===== config.mk =====
export PLATFORM = sky130hd
export DESIGN_NAME = rand_gen_scheduler
export DESIGN_NICKNAME = d
export VERILOG_FILES = /design/src/rtl/rand_gen_scheduler.sv
export SDC_FILE = /design/constraint.sdc
export NUM_CORES = 1
export LEC_CHECK = 0
export CORE_ASPECT_RATIO = 1.25
export CORE_MARGIN = 4
export CORE_UTILIZATION = 54
export DETAILED_ROUTE_END_ITERATION = 16
export GPL_ROUTABILITY_DRIVEN = 0
export PLACE_DENSITY = 0.85
export REMOVE_ABC_BUFFERS = 1
export SETUP_SLACK_MARGIN = 0.15
export SLEW_MARGIN = 20
export SYNTH_ARGS = -nofsm -noshare
export SYNTH_HDL_FRONTEND = slang
export SYNTH_SLANG_ARGS = --single-unit

===== constraint.sdc =====
create_clock -name clk -period 6.4 [get_ports clk]
set_clock_uncertainty 0.15 [all_clocks]
set_input_delay 1.28 -clock clk [delete_from_list [all_inputs] [get_ports clk]]
set_output_delay 1.28 -clock clk [all_outputs]
set_load 0.1 [all_outputs]

===== src/rtl/rand_gen_scheduler.sv =====
`default_nettype none
// ============================================================================
// Module   : rand_gen_scheduler
// Brief    : Two-port job scheduler for the random-matrix generator. Latches
//            one job per requester, validates it at dispatch, arbitrates
//            round-robin, drives the generator and forwards its element
//            stream into matrix storage with computed addresses.
// Revision : 1.0 - initial release
// ============================================================================
module rand_gen_scheduler #(
    parameter int MAX_DIM    = 5,
    parameter int MAX_COUNT  = 8,
    parameter int MAT_STRIDE = 25,
    parameter int TIMEOUT    = 1023
) (
    input  logic       clk,
    input  logic       rst_n,
    input  logic       req0,
    input  logic [2:0] m0,
    input  logic [2:0] n0,
    input  logic [3:0] cnt0,
    input  logic       req1,
    input  logic [2:0] m1,
    input  logic [2:0] n1,
    input  logic [3:0] cnt1,
    output logic       done0,
    output logic       err0,
    output logic       done1,
    output logic       err1,
    output logic       busy,
    output logic       gen_start,
    output logic [2:0] gen_m,
    output logic [2:0] gen_n,
    output logic [3:0] gen_count,
    input  logic       gen_we,
    input  logic [7:0] gen_data,
    input  logic       gen_done,
    output logic       mem_we,
    output logic [7:0] mem_addr,
    output logic [7:0] mem_data
);

    // Timeout counter only needs to reach TIMEOUT-1 before the abort fires.
    localparam int              TW         = (TIMEOUT < 2) ? 1 : $clog2(TIMEOUT);
    localparam logic [TW-1:0]   c_TMO_LAST = TW'(TIMEOUT - 1);
    localparam logic [2:0]      c_MAX_DIM  = 3'(MAX_DIM);
    localparam logic [3:0]      c_MAX_CNT  = 4'(MAX_COUNT);
    localparam logic [7:0]      c_STRIDE   = 8'(MAT_STRIDE);

    typedef enum logic [1:0] {
        S_IDLE   = 2'd0,
        S_START  = 2'd1,
        S_RUN    = 2'd2,
        S_FINISH = 2'd3
    } state_t;

    state_t        r_state;
    state_t        w_next;
    logic          w_fin;
    logic          w_err;

    logic          r_pend0, r_pend1;
    logic [2:0]    r_m0, r_n0, r_m1, r_n1;
    logic [3:0]    r_c0, r_c1;
    logic          r_last;
    logic          r_port;

    logic          r_done0, r_err0, r_done1, r_err1;
    logic          r_gen_start;
    logic [2:0]    r_gen_m, r_gen_n;
    logic [3:0]    r_gen_cnt;
    logic [7:0]    r_mn;
    logic [7:0]    r_total;
    logic [7:0]    r_elem;
    logic [7:0]    r_mat;
    logic [7:0]    r_wcnt;
    logic [TW-1:0] r_tmo;
    logic          r_mem_we;
    logic [7:0]    r_mem_addr, r_mem_data;

    logic          w_any;
    logic          w_sel;
    logic [2:0]    w_sm, w_sn;
    logic [3:0]    w_sc;
    logic          w_legal;
    logic          w_dispatch;
    logic          w_port;
    logic [7:0]    w_mn;
    logic [7:0]    w_wcnt_now;

    // Arbitration: a lone pending port wins; on a tie the port not served last wins.
    assign w_any      = r_pend0 | r_pend1;
    assign w_sel      = ~r_pend0 | (r_pend1 & ~r_last);
    assign w_sm       = w_sel ? r_m1 : r_m0;
    assign w_sn       = w_sel ? r_n1 : r_n0;
    assign w_sc       = w_sel ? r_c1 : r_c0;
    assign w_legal    = (w_sm != 3'd0) && (w_sm <= c_MAX_DIM) &&
                        (w_sn != 3'd0) && (w_sn <= c_MAX_DIM) &&
                        (w_sc != 4'd0) && (w_sc <= c_MAX_CNT);
    assign w_dispatch = (r_state == S_IDLE) && w_any && w_legal;
    assign w_port     = (r_state == S_IDLE) ? w_sel : r_port;
    assign w_mn       = {5'd0, w_sm} * {5'd0, w_sn};
    // A write landing in the same cycle as gen_done still counts toward the total.
    assign w_wcnt_now = r_wcnt + {7'd0, gen_we};

    // State register.
    always_ff @(posedge clk or negedge rst_n) begin
        if (!rst_n) r_state <= S_IDLE;
        else        r_state <= w_next;
    end

    // Next-state logic plus the finish/error decision for the served port.
    always_comb begin
        w_next = r_state;
        w_fin  = 1'b0;
        w_err  = 1'b0;
        case (r_state)
            S_IDLE: begin
                if (w_any) begin
                    if (w_legal) begin
                        w_next = S_START;
                    end else begin
                        w_next = S_FINISH;
                        w_fin  = 1'b1;
                        w_err  = 1'b1;
                    end
                end
            end
            S_START: w_next = S_RUN;
            S_RUN: begin
                if (gen_done) begin
                    w_next = S_FINISH;
                    w_fin  = 1'b1;
                    w_err  = (w_wcnt_now != r_total);
                end else if (r_tmo == c_TMO_LAST) begin
                    w_next = S_FINISH;
                    w_fin  = 1'b1;
                    w_err  = 1'b1;
                end
            end
            S_FINISH: w_next = S_IDLE;
            default:  w_next = S_IDLE;
        endcase
    end

    // Per-port pending flags and latched job parameters; cleared when that port finishes.
    always_ff @(posedge clk or negedge rst_n) begin
        if (!rst_n) begin
            r_pend0 <= 1'b0;
            r_pend1 <= 1'b0;
            r_m0    <= 3'd0;
            r_n0    <= 3'd0;
            r_c0    <= 4'd0;
            r_m1    <= 3'd0;
            r_n1    <= 3'd0;
            r_c1    <= 4'd0;
        end else begin
            if (r_state == S_FINISH && r_port == 1'b0) begin
                r_pend0 <= 1'b0;
            end else if (req0 && !r_pend0) begin
                r_pend0 <= 1'b1;
                r_m0    <= m0;
                r_n0    <= n0;
                r_c0    <= cnt0;
            end
            if (r_state == S_FINISH && r_port == 1'b1) begin
                r_pend1 <= 1'b0;
            end else if (req1 && !r_pend1) begin
                r_pend1 <= 1'b1;
                r_m1    <= m1;
                r_n1    <= n1;
                r_c1    <= cnt1;
            end
        end
    end

    // Grant bookkeeping and registered completion pulses to the requesters.
    always_ff @(posedge clk or negedge rst_n) begin
        if (!rst_n) begin
            r_last  <= 1'b1;
            r_port  <= 1'b0;
            r_done0 <= 1'b0;
            r_err0  <= 1'b0;
            r_done1 <= 1'b0;
            r_err1  <= 1'b0;
        end else begin
            if (r_state == S_IDLE && w_any) r_port <= w_sel;
            if (r_state == S_FINISH)        r_last <= r_port;
            r_done0 <= w_fin & ~w_port;
            r_err0  <= w_fin & w_err & ~w_port;
            r_done1 <= w_fin & w_port;
            r_err1  <= w_fin & w_err & w_port;
        end
    end

    // Generator control, job counters and the one-cycle storage write path.
    always_ff @(posedge clk or negedge rst_n) begin
        if (!rst_n) begin
            r_gen_start <= 1'b0;
            r_gen_m     <= 3'd0;
            r_gen_n     <= 3'd0;
            r_gen_cnt   <= 4'd0;
            r_mn        <= 8'd0;
            r_total     <= 8'd0;
            r_elem      <= 8'd0;
            r_mat       <= 8'd0;
            r_wcnt      <= 8'd0;
            r_tmo       <= '0;
            r_mem_we    <= 1'b0;
            r_mem_addr  <= 8'd0;
            r_mem_data  <= 8'd0;
        end else begin
            r_gen_start <= w_dispatch;
            r_mem_we    <= 1'b0;
            if (w_dispatch) begin
                r_gen_m   <= w_sm;
                r_gen_n   <= w_sn;
                r_gen_cnt <= w_sc;
                r_mn      <= w_mn;
                r_total   <= w_mn * {4'd0, w_sc};
                r_elem    <= 8'd0;
                r_mat     <= 8'd0;
                r_wcnt    <= 8'd0;
                r_tmo     <= '0;
            end
            if (r_state == S_RUN) begin
                if (w_next == S_RUN) r_tmo <= r_tmo + 1'b1;
                if (gen_we) begin
                    r_mem_we   <= 1'b1;
                    r_mem_addr <= r_mat * c_STRIDE + r_elem;
                    r_mem_data <= gen_data;
                    r_wcnt     <= r_wcnt + 8'd1;
                    if (r_elem == r_mn - 8'd1) begin
                        r_elem <= 8'd0;
                        r_mat  <= r_mat + 8'd1;
                    end else begin
                        r_elem <= r_elem + 8'd1;
                    end
                end
            end
        end
    end

    assign done0     = r_done0;
    assign err0      = r_err0;
    assign done1     = r_done1;
    assign err1      = r_err1;
    assign busy      = r_pend0 | r_pend1 | (r_state != S_IDLE);
    assign gen_start = r_gen_start;
    assign gen_m     = r_gen_m;
    assign gen_n     = r_gen_n;
    assign gen_count = r_gen_cnt;
    assign mem_we    = r_mem_we;
    assign mem_addr  = r_mem_addr;
    assign mem_data  = r_mem_data;

endmodule
`default_nettype wire


# --- Word-level counts from Yosys, hierarchy flattened ---
# Index checks and enable logic that the tools add are counted.
classes:
  add_sub_neg: 7
  multipliers: 3
  order_cmp: 3
  n_eq_ne: 7
  n_mux: 36
  n_bitwise: 15
  n_reduce_logical: 23
ops:
  columns: ["op", "count"]
  rows:
  - ["$mux 8", 11]
  - ["$mux 10", 3]
  - ["$add 8x1->8 const B", 3]
  - ["$mux 1", 12]
  - ["$logic_and 1x1->1", 11]
  - ["$add 10x1->10 const B", 1]
  - ["$eq 10x10->1 const B", 1]
  - ["$add 8x1->8", 1]
  - ["$add 8x8->8", 1]
  - ["$eq 8x8->1", 1]
  - ["$mul 6x4->8", 1]
  - ["$mul 8x5->8 const B", 1]
  - ["$mux 2", 4]
  - ["$ne 8x8->1", 1]
  - ["$pmux 2 s4", 1]
  - ["$sub 6x1->7 const B", 1]
  - ["$and 1x1->1", 6]
  - ["$eq 2x2->1 const B", 3]
  - ["$le 3x3->1 const B", 2]
  - ["$mul 3x3->6", 1]
  - ["$mux 3", 2]
  - ["$not 1->1", 6]
  - ["$reduce_and 2->1", 3]
  - ["$reduce_bool 2->1", 3]
  - ["other kinds (9)", 14]
word_totals:
  ff_bits: 106
  inputBits: 34
  output_inout_bits: 33
  wordCells: 122

# --- Longest topological paths before layout ---
# Gate-level depths: netlist of run 1.
depth:
  word_depth: 16
  depth_mapped: 20
  ltp_nobuf: 19

# --- Least setup slack after synthesis of run 1 ---
# No wires, ideal clock.
synth_timing:
  path_kind: "register -> register"
  start: "reg r_last"
  end: "reg r_total[7]"
  arrival_time_ps: 4992
  required_ps: 6125
  path_slack_ps: 1133
  stages_incl_launch_ff: 21
  path_buffers: 1
  synth_period_minus_slack_ps: 5267
  path_cell_list: "dfstp_2 -> nand2b_1 -> nand2_1 -> clkbuf_1 -> nand3_1 -> o21ai_0 -> fa_1 -> ha_1 -> fa_1 -> xor2_1 -> and2_1 -> fa_1 -> inv_1 -> fa_1 -> inv_1 -> ha_1 -> inv_1 -> o21bai_1 -> a21oi_1 -> xor3_1 -> mux2_2"
synth_between:
  elab_chain_len: 11
  elab_cells_between_ends: 20
  cone_classes: "mul: 2; order compare: 3; mux: 3; bitwise: 3; reduce/logical: 9"
synth_rtl:
  columns: ["item", "line_no", "rtl"]
  rows:
  - ["from (decl)", "65", "logic r_last;"]
  - ["from (signal assigned)", "188", "if (r_state == S_FINISH) r_last <= r_port;"]
  - ["$not 1->1 *", "93", "assign w_sel = ~r_pend0 | (r_pend1 & ~r_last);"]
  - ["$and 1x1->1 *", "93", null]
  - ["$or 1x1->1 *", "93", null]
  - ["branches (longest 8 deep; another with $mul 6x4->8)", null, null]
  - ["to (signal assigned)", "220", "r_total <= w_mn * {4'd0, w_sc};"]
  - ["to (decl)", "73", "logic [7:0] r_total;"]
# Every way passes the cells marked *.
# A chain may end at the register's enable or synchronous reset.

# --- Worst setup path in the final report of run 1 ---
layout_timing:
  start: "reg r_last"
  end: "reg r_total[7]"
layout_between:
  elab_cells_between_ends: 20
  cone_classes: "mul: 2; order compare: 3; mux: 3; bitwise: 3; reduce/logical: 9"
layout_rtl:
  columns: ["item", "line_no", "rtl"]
  rows:
  - ["$not 1->1 *", "93", null]
  - ["$and 1x1->1 *", "93", null]
  - ["$or 1x1->1 *", "93", null]
  - ["$mux 3, on equally long branches", "94, 95", null]
  - ["$mul 3x3->6 *", "102", "assign w_mn = {5'd0, w_sm} * {5'd0, w_sn};"]
  - ["net w_mn[3]", "88", "logic [7:0] w_mn;"]
  - ["$mul 6x4->8 *", "220", null]
# Mark *: on every way through the listed nets, which the timed path passes. The rest lies on a longest branch.

==> impl_metrics.yaml, run 1 <==
synthesis:
  synth_seq_cells: 106
  ys.flop_type: "dfrtp_1"
  ys_warn_count: 0
  yosysSeqAreaShare: 0.405
  netlist.area_leader.share: 0.401
  syn_inst: 665
  synth_edf_count: 0
  synth_top_area_cell: "dfrtp_1"
  avgSynthCellArea_sq_um: 9.86
  synth_cell_type_count: 62
  synth_area_leaders: "dfrtp_1 40%, ha_1 8.6%, mux2_2 7.6%"
  synth-async-reset-ratio: 1.00
  netlist_area_sq_um: 6560
drt:
  top_layer_used: "met4"
  wl_met3_microns: 554
  wirelength_met1_mm: 5.81
  via_count: 4964
  viasPerCell: 5.58
  avgRoutedWirePerCell_microns: 15.4
  drc: 0
  ant_nets: 0
  drt_first_pass_iters: 4
  first_iter_violations: 203
  wl_met2_mm: 7.07
  drt_wl_total_mm: 13.6
setup_path:
  critPathSlowestCell: "fa_1"
  start_kind: "flip-flop"
  cpMostUsedCell: "fa_1"
  cp-end-kind: "flip-flop"
  critPathRequiredTime_ns: 6.48
  critPathKind: "reg2reg"
  crit_family: "adder cells"
  worst-path-max-fanout: 26
  worstPathArrival_ns: 5.91
  reg2reg_from: "r_last$_DFFE_PN1N_"
  cpPeakStageDelay_ns: 0.58
  path_buf_inv: 1
  crit_start: "r_last$_DFFE_PN1N_"
  crit_chain: "nand2b_1 -> nand2_1 -> nand3_1 -> o21ai_0 -> fa_1 -> ha_1 -> fa_1 -> nand2_1 -> fa_1 -> fa_1 -> inv_1 -> ha_1 -> a21oi_1 -> o21bai_1 -> a21oi_1 -> xor3_1 -> mux2_2"
die:
  start_util: 0.559
  die_area_sq_um: 14000
  die_w_microns: 107
  coreArea_sq_um: 11700
  dieHeight_microns: 131
  rows: 44
  ios: 67
timing:
  rsz0062_at_grt: "false"
  worst_pin_slew_ns: 0.982
  slew_viol_final: 0
  setup-violations-final: 0
  fin_crit_sh: 0.910
  timing.final.ws_setup_ns: 0.576
  hold_viol: 0
  clock.fmax_mhz: 172
  setup_tns_ns: 0
  relSlewSlack: 0.343
  finalCriticalPeriod_ns: 5.82
place:
  dp_hpwl_mm: 9.80
  portBuffers: 66
  pre_cts_slack_ns: 0.643
clock_network:
  cts-buffers-inserted: 9
  cts_tree: "yes"
  post_cts_buffers: 0
  cts_resized: 0
  insertion_delay_ns: 0.35
  clock_sinks: 106
  clk_pin_slew_ns: 0.07
  cts.htree.levels: 3
  hold_buffers: 0
  cts-root-buf: "clkbuf_16"
  ctsLongestPathBuffers: 2
hold_path:
  min_path_type: "reg2reg"
  hold_start: "mem_addr[3]$_DFFE_PN0P_"
grt:
  grt_max_degree: 65
  overflow: 0
  grt_pass1_vias: 5130
  grtUsageTotal: 0.208
  grt_pass1_wl_mm: 24.2
  antenna_found_initial: 0
run_status:
  status: "finished clean"
final_layout:
  drive_above_1_share: 0.124
  fill_cells: 898
  diodes: 0
  final_nets: 818
  syn2layout_area_growth_pct: 16.7
run:
  max_cap_violations: 0
## sequential cells by signal, indices dropped and copies added (netlist names), 2 cells and up
signal,count
r_tmo,10
mem_addr,8
mem_data,8
r_elem,8
r_mat,8
r_total,8
r_wcnt,8
r_mn,6
gen_count,4
r_c0,4
r_c1,4
gen_m,3
gen_n,3
r_m0,3
r_m1,3
r_n0,3
r_n1,3
r_state,2
## routing by layer
metal  vias to the layer above  GRT usage
met1                      2440      0.263
met4                         0     0.0625
met3                        22     0.0422
li1                       2386          -
met2                       116      0.360
met5                         -          0
## synthesized netlist by cell type (all sizes together), types with 11 or more instances
cell	count
and2	11
dfrtp	105
xnor2	25
mux2	44
a21oi	19
o21ai	45
inv	31
a21o	12
xor2	18
fa	16
nor2	25
ha	45
nand3	23
nand2	125
clkbuf	12
buf	11
## final timing paths
check / depth (start not counted) / slack (ns) / endpoint
hold / removal: 2 / 0.32 / mem_addr[3]$_DFFE_PN0P_
setup / recovery: 17 / 0.58 / r_total[7]$_DFFE_PN0P_
setup reg to reg: 17 / 0.58 / r_total[7]$_DFFE_PN0P_
min in group asynchronous: 1 / 0.86 / mem_addr[7]$_DFFE_PN0P_
max in group asynchronous: 2 / 4.18 / r_elem[3]$_DFF_PN0_
hold reg to reg: 2 / 0.32 / mem_addr[3]$_DFFE_PN0P_
## layout by cell type, fill, tap and decap left out, drive strengths merged, types with 12 or more instances in the layout
cell type	netlist	routed
nand2	125	125
dfrtp	105	105
clkdlybuf4s50	0	65
ha	45	45
o21ai	45	45
mux2	44	44
inv	31	31
nor2	25	25
xnor2	25	25
nand3	23	23
a21oi	19	19
xor2	18	18
fa	16	16
a21o	12	12
## through the flow
| stage | util | area [sq um] | instances | hold WS [ns] |
|---|---|---|---|---|
| floorplan | - | 6440 | 642 | 0.306 |
| detailed placement | 0.626 | 7340 | 873 | 0.312 |
| finish | 0.653 | 7650 | 889 | 0.324 |
| CTS | 0.653 | 7650 | 889 | 0.329 |
| global route | 0.653 | 7650 | 889 | 0.349 |
| global placement | 0.626 | 7340 | 873 | 0.306 |
## worst min-delay path, cell delays in order, from the launching register on
cell and delay (ns):
dfrtp_1 0.34, nand2_1 0.05, nand2_1 0.05
## final cells by class
cell class | instances | area (sq um) | share of cell area
Sequential cell | 106 | 2650 | 0.347
Clock buffer | 11 | 253 | 0.0330
Inverter | 31 | 116 | 0.0152
Tap cell | 161 | 201 | 0.0263
Multi-Input combinational cell | 505 | 3680 | 0.481
Timing Repair Buffer | 70 | 688 | 0.0899
Clock inverter | 5 | 62.6 | 0.00818
## cells by family (layout without fill, tap and decap cells)
family,Yosys count,count (layout),share of synthesized area
XOR/XNOR,45,45,0.0645
AO/OA/AOI/OAI,106,106,0.102
buffers and inverters,54,117,0.0355
multiplexers,46,46,0.0786
flip-flops,106,106,0.405
adder cells (fa/ha/maj),61,61,0.135
AND/OR/NAND/NOR,247,247,0.180
Power of run 1 is not shown: default switching activity piles up to over one toggle a cycle in this logic, so the estimate is an artifact.
==> inputs of run 2 (changes only) <==
--- a/config.mk
+++ b/config.mk
@@ -8,10 +8,9 @@
 export CORE_ASPECT_RATIO = 1.25
 export CORE_MARGIN = 4
-export CORE_UTILIZATION = 54
+export CORE_UTILIZATION = 55
 export DETAILED_ROUTE_END_ITERATION = 16
 export GPL_ROUTABILITY_DRIVEN = 0
-export PLACE_DENSITY = 0.85
+export PLACE_DENSITY = 0.87
 export REMOVE_ABC_BUFFERS = 1
-export SETUP_SLACK_MARGIN = 0.15
 export SLEW_MARGIN = 20
 export SYNTH_ARGS = -nofsm -noshare
--- a/constraint.sdc
+++ b/constraint.sdc
@@ -3,3 +3,3 @@
 set_input_delay 1.28 -clock clk [delete_from_list [all_inputs] [get_ports clk]]
 set_output_delay 1.28 -clock clk [all_outputs]
-set_load 0.1 [all_outputs]
+set_load 0.01 [all_outputs]
==> impl_metrics.yaml, run 2 (synthesis gave the netlist of run 1 again) <==
final_layout:
  layout.cells.non_filler: 890
  fin_util: 0.654
  final_cell_mix: "124 x nand2_1, 105 x dfrtp_1, 65 x clkdlybuf4s50_1"
  drive_above_1_share: 0.123
  regMostFlops: "r_tmo"
  final_nets: 819
  diodes: 0
  syn2layout_area_growth_pct: 16.4
  largest_reg_flops: 10
  final_common_cell: "nand2_1"
grt:
  overflow: 0
  grt_max_degree: 68
  grtUsageTotal: 0.212
  grt_pass1_wl_mm: 23.7
  grt_pass1_vias: 5131
  antenna_found_initial: 0
timing:
  setup-violations-final: 0
  relSlewSlack: 0.455
  slew_viol_final: 0
  clock.fmax_mhz: 176
  worst_pin_slew_ns: 0.818
  rsz0062_at_grt: "false"
  setup_tns_ns: 0
  fin_crit_sh: 0.889
  timing.final.ws_setup_ns: 0.711
  finalCriticalPeriod_ns: 5.69
  hold_viol: 0
place:
  pre_cts_slack_ns: 0.755
  dp_hpwl_mm: 9.99
  portBuffers: 66
  dp.cells: 874
clock_network:
  clock_sinks: 106
  post_cts_buffers: 0
  cts-buffers-inserted: 9
  insertion_delay_ns: 0.35
  cts-root-buf: "clkbuf_16"
  ctsLongestPathBuffers: 2
  cts_tree: "yes"
  cts_resized: 0
  hold_buffers: 0
  clk_pin_slew_ns: 0.07
  cts.htree.levels: 3
hold_path:
  min_path_type: "reg2reg"
  hold_start: "mem_data[3]$_DFFE_PN0P_"
  hold_depth: 2
drt:
  viasPerCell: 5.63
  via_count: 5014
  first_iter_violations: 215
  ant_nets: 0
  drt_first_pass_iters: 5
  drt_wl_total_mm: 13.7
  avgRoutedWirePerCell_microns: 15.3
  drc: 0
power_and_ir_drop:
  switchingPower_mw: 1.70
  swShare: 0.436
  p_seq_frac: 0.301
  pwr-share-clk: 0.138
  p_leak_nw: 3.52
  intPower_mw: 2.20
  p_per_area_nw_per_um2: 510
  pwr-share-comb: 0.560
  ir_drop_v: 0.000299
run:
  max_cap_violations: 0
setup_path:
  reg2reg_from: "r_last$_DFFE_PN1N_"
  critPathRequiredTime_ns: 6.49
  worst-path-max-fanout: 18
  crit_start: "r_last$_DFFE_PN1N_"
  critPathKind: "reg2reg"
  r2r_cells: 17
  cp-end-kind: "flip-flop"
  worstPathArrival_ns: 5.78
  start_kind: "flip-flop"
die:
  rows: 44
  die_area_sq_um: 13700
  die_w_microns: 106
  start_util: 0.562
  dieHeight_microns: 130
  coreArea_sq_um: 11700
  ios: 67
run_status:
  status: "finished clean"
run 2: changes by cell type in the layout (fill, tap and decap cells not counted), sizes merged:
cell and change:
buf +1, bufinv -1, clkinv -1, clkinvlp -1, inv +3
run 2: path summary, 6_finish.rpt:
check / slack (ns) / endpoint
worst min-delay path: 0.32 / mem_data[3]$_DFFE_PN0P_
worst min register to register: 0.32 / mem_data[3]$_DFFE_PN0P_
max in group asynchronous: 4.19 / r_elem[4]$_DFF_PN0_
worst max-delay path: 0.71 / r_total[7]$_DFFE_PN0P_
worst max register to register: 0.71 / r_total[7]$_DFFE_PN0P_
min in group asynchronous: 0.87 / mem_addr[4]$_DFFE_PN0P_
run 2: layout make-up:
| cell class | instances | area (sq um) |
|---|---|---|
| flip-flops and latches | 106 | 2650 |
| well taps | 161 | 201 |
| repair buffers | 71 | 696 |
| clock buffers | 11 | 243 |
| fillers | 909 | 4040 |
| inverters | 31 | 116 |
| clock inverters | 5 | 45.0 |
| multi-input cells | 505 | 3680 |
run 2: worst max-delay path, cell delays in order (launching register included):
cell and delay, ns:
dfstp_2 0.53, nand2b_1 0.21, nand2_1 0.32, nand3_1 0.18, o21ai_0 0.14, fa_1 0.51, ha_1 0.24, fa_1 0.59
nand2_1 0.10, fa_1 0.48, fa_1 0.54, inv_1 0.04, ha_1 0.33, a21oi_1 0.26, o21bai_1 0.11, a21oi_1 0.17
xor3_1 0.41, mux2_2 0.27
run 2: metal layers:
metal | share of wire | track usage
met1 | 0.41 | 0.245
met2 | 0.54 | 0.403
met4 | 0.015 | 0.0648
met5 | 0 | 0
met3 | 0.039 | 0.0351
run 2: power by group through the flow:
stage	sequential (mW)	combinational, mW	clock (mW)
global route	1.21	2.47	0.574
floorplan	1.14	1.51	0
finish	1.17	2.18	0.539
CTS	1.17	2.19	0.549
detailed placement	1.18	2.16	0
global placement	1.15	2.05	0
run 2: through the flow:
| stage | hold WS, ns | instance area, sq um | power (mW) |
|---|---|---|---|
| finish | 0.325 | 7630 | 3.89 |
| global route | 0.346 | 7630 | 4.25 |
| CTS | 0.327 | 7630 | 3.91 |
| detailed placement | 0.311 | 7340 | 3.34 |
| global placement | 0.306 | 7340 | 3.20 |
| floorplan | 0.306 | 6440 | 2.66 |
(Power assumes the default switching activity.)
==> inputs of run 3 (changes only) <==
==> constraint.sdc (replaced) <==
create_clock -name clk -period 6.4 [get_ports clk]
set_clock_uncertainty 0.15 [all_clocks]
set_input_delay 0.64 -clock clk [delete_from_list [all_inputs] [get_ports clk]]
set_output_delay 0.64 -clock clk [all_outputs]
set_load 0.01 [all_outputs]
==> impl_metrics.yaml, run 3 (synthesis gave the netlist of run 1 again) <==
power_and_ir_drop:
  p_leak_nw: 3.53
  ir_drop_v: 0.000384
  p_per_area_nw_per_um2: 518
clock_network:
  post_cts_buffers: 0
  insertion_delay_ns: 0.35
  cts_tree: "yes"
  clock_sinks: 106
  cts-root-buf: "clkbuf_16"
  cts.htree.levels: 3
  cts-buffers-inserted: 9
  ctsLongestPathBuffers: 2
  cts_resized: 0
  hold_buffers: 0
  clk_pin_slew_ns: 0.07
timing:
  relSlewSlack: 0.493
  rsz0062_at_grt: "false"
  slew_viol_final: 0
  clock.fmax_mhz: 176
  timing.final.ws_setup_ns: 0.709
  worst_pin_slew_ns: 0.761
  setup_tns_ns: 0
  hold_slack_ns: 0.0334
  setup-violations-final: 0
  finalCriticalPeriod_ns: 5.69
  fin_crit_sh: 0.889
  hold_viol: 0
place:
  pre_cts_slack_ns: 0.755
  portBuffers: 66
  dp.cells: 874
  dp_hpwl_mm: 10.2
  placed_cell_area_sq_um: 7340
die:
  ios: 67
  die_area_sq_um: 13700
  start_util: 0.562
  coreArea_sq_um: 11700
  dieHeight_microns: 130
  die_w_microns: 106
  rows: 44
final_layout:
  final_cell_mix: "124 x nand2_1, 105 x dfrtp_1, 65 x clkdlybuf4s50_1"
  final_nets: 819
  finalInstanceArea_sq_um: 7650
  drive_above_1_share: 0.122
  layout.cells.non_filler: 890
  diodes: 0
  syn2layout_area_growth_pct: 16.7
  largest_reg_flops: 10
  regMostFlops: "r_tmo"
  final_common_cell: "nand2_1"
setup_path:
  critPathRequiredTime_ns: 6.49
  cp-end-kind: "flip-flop"
  crit_family: "adder cells"
  worst-path-max-fanout: 18
  cpMostUsedCell: "fa_1"
  critPathSlowestCell: "fa_1"
  critPathKind: "reg2reg"
  worstPathArrival_ns: 5.78
  start_kind: "flip-flop"
  cpPeakStageDelay_ns: 0.58
  crit_chain: "nand2b_1 -> nand2_1 -> nand3_1 -> o21ai_0 -> fa_1 -> ha_1 -> fa_1 -> nand2_1 -> fa_1 -> fa_1 -> inv_1 -> ha_1 -> a21oi_1 -> o21bai_1 -> a21oi_1 -> xor3_1 -> mux2_2"
  path_buf_inv: 1
run_status:
  status: "finished clean"
run:
  max_cap_violations: 0
grt:
  overflow: 0
  grt_pass1_wl_mm: 23.8
  grtUsageTotal: 0.214
  antenna_found_initial: 0
  grt_pass1_vias: 5114
  grt_max_degree: 82
drt:
  viasPerCell: 5.73
  ant_nets: 0
  drt_first_pass_iters: 5
  drt_wl_total_mm: 14.1
  avgRoutedWirePerCell_microns: 15.8
  via_count: 5103
  first_iter_violations: 248
  drc: 0
hold_path:
  min_path_type: "in2async"
run 3: cell types whose count changed in the layout (fill, tap and decap cells not counted), sizes merged:
| cell | delta |
|---|---|
| clkbuf | +2 |
| inv | -2 |
| bufinv | +1 |
| clkinv | -1 |
run 3: final timing paths:
kind	startpoint	to	slack, ns	cells past startpoint
max	r_last$_DFFE_PN1N_	r_total[7]$_DFFE_PN0P_	0.71	17
min	rst_n	mem_addr[4]$_DFFE_PN0P_	0.03	1
max reg2reg	r_last$_DFFE_PN1N_	r_total[7]$_DFFE_PN0P_	0.71	17
min reg2reg	mem_addr[4]$_DFFE_PN0P_	mem_addr[4]$_DFFE_PN0P_	0.33	2
max in group asynchronous	rst_n	r_mn[0]$_DFFE_PN0P_	5.01	2
min in group clk	mem_addr[4]$_DFFE_PN0P_	mem_addr[4]$_DFFE_PN0P_	0.33	2
run 3: routing by layer:
layer  global-route usage  vias up  wire [microns]
met4               0.0945        0             398
li1                     -     2394               -
met5                    0        -               0
met1                0.247     2507            5590
met2                0.394      162            7550
met3               0.0351       40             559
run 3: metrics by stage:
step | power [mW] | utilization
after floorplan | 2.66 | -
after global placement | 3.20 | 0.629
after detailed placement | 3.35 | 0.629
after CTS | 3.97 | 0.656
after global routing | 4.28 | 0.656
final | 3.96 | 0.656
run 3: worst reg2reg max path: stages (launching register included):
cell and delay, ns:
dfstp_2 0.53, nand2b_1 0.22, nand2_1 0.34, nand3_1 0.19, o21ai_0 0.14, fa_1 0.52, ha_1 0.24, fa_1 0.58
nand2_1 0.10, fa_1 0.47, fa_1 0.55, inv_1 0.04, ha_1 0.34, a21oi_1 0.26, o21bai_1 0.10, a21oi_1 0.16
xor3_1 0.41, mux2_2 0.26
run 3: power by group:
group | leakage [nW] | internal [mW] | switching [mW]
Clock | 0.146 | 0.327 | 0.246
Sequential | 1.36 | 0.910 | 0.261
Combinational | 2.02 | 1.02 | 1.21
run 3: final cells by class:
class                           count  area, sq um
Tap cell                          161          201
Multi-Input combinational cell    505         3680
Timing Repair Buffer               71          699
Sequential cell                   106         2650
Inverter                           31          116
Clock inverter                      3         46.3
Clock buffer                       13          260
Fill cell                         907         4020
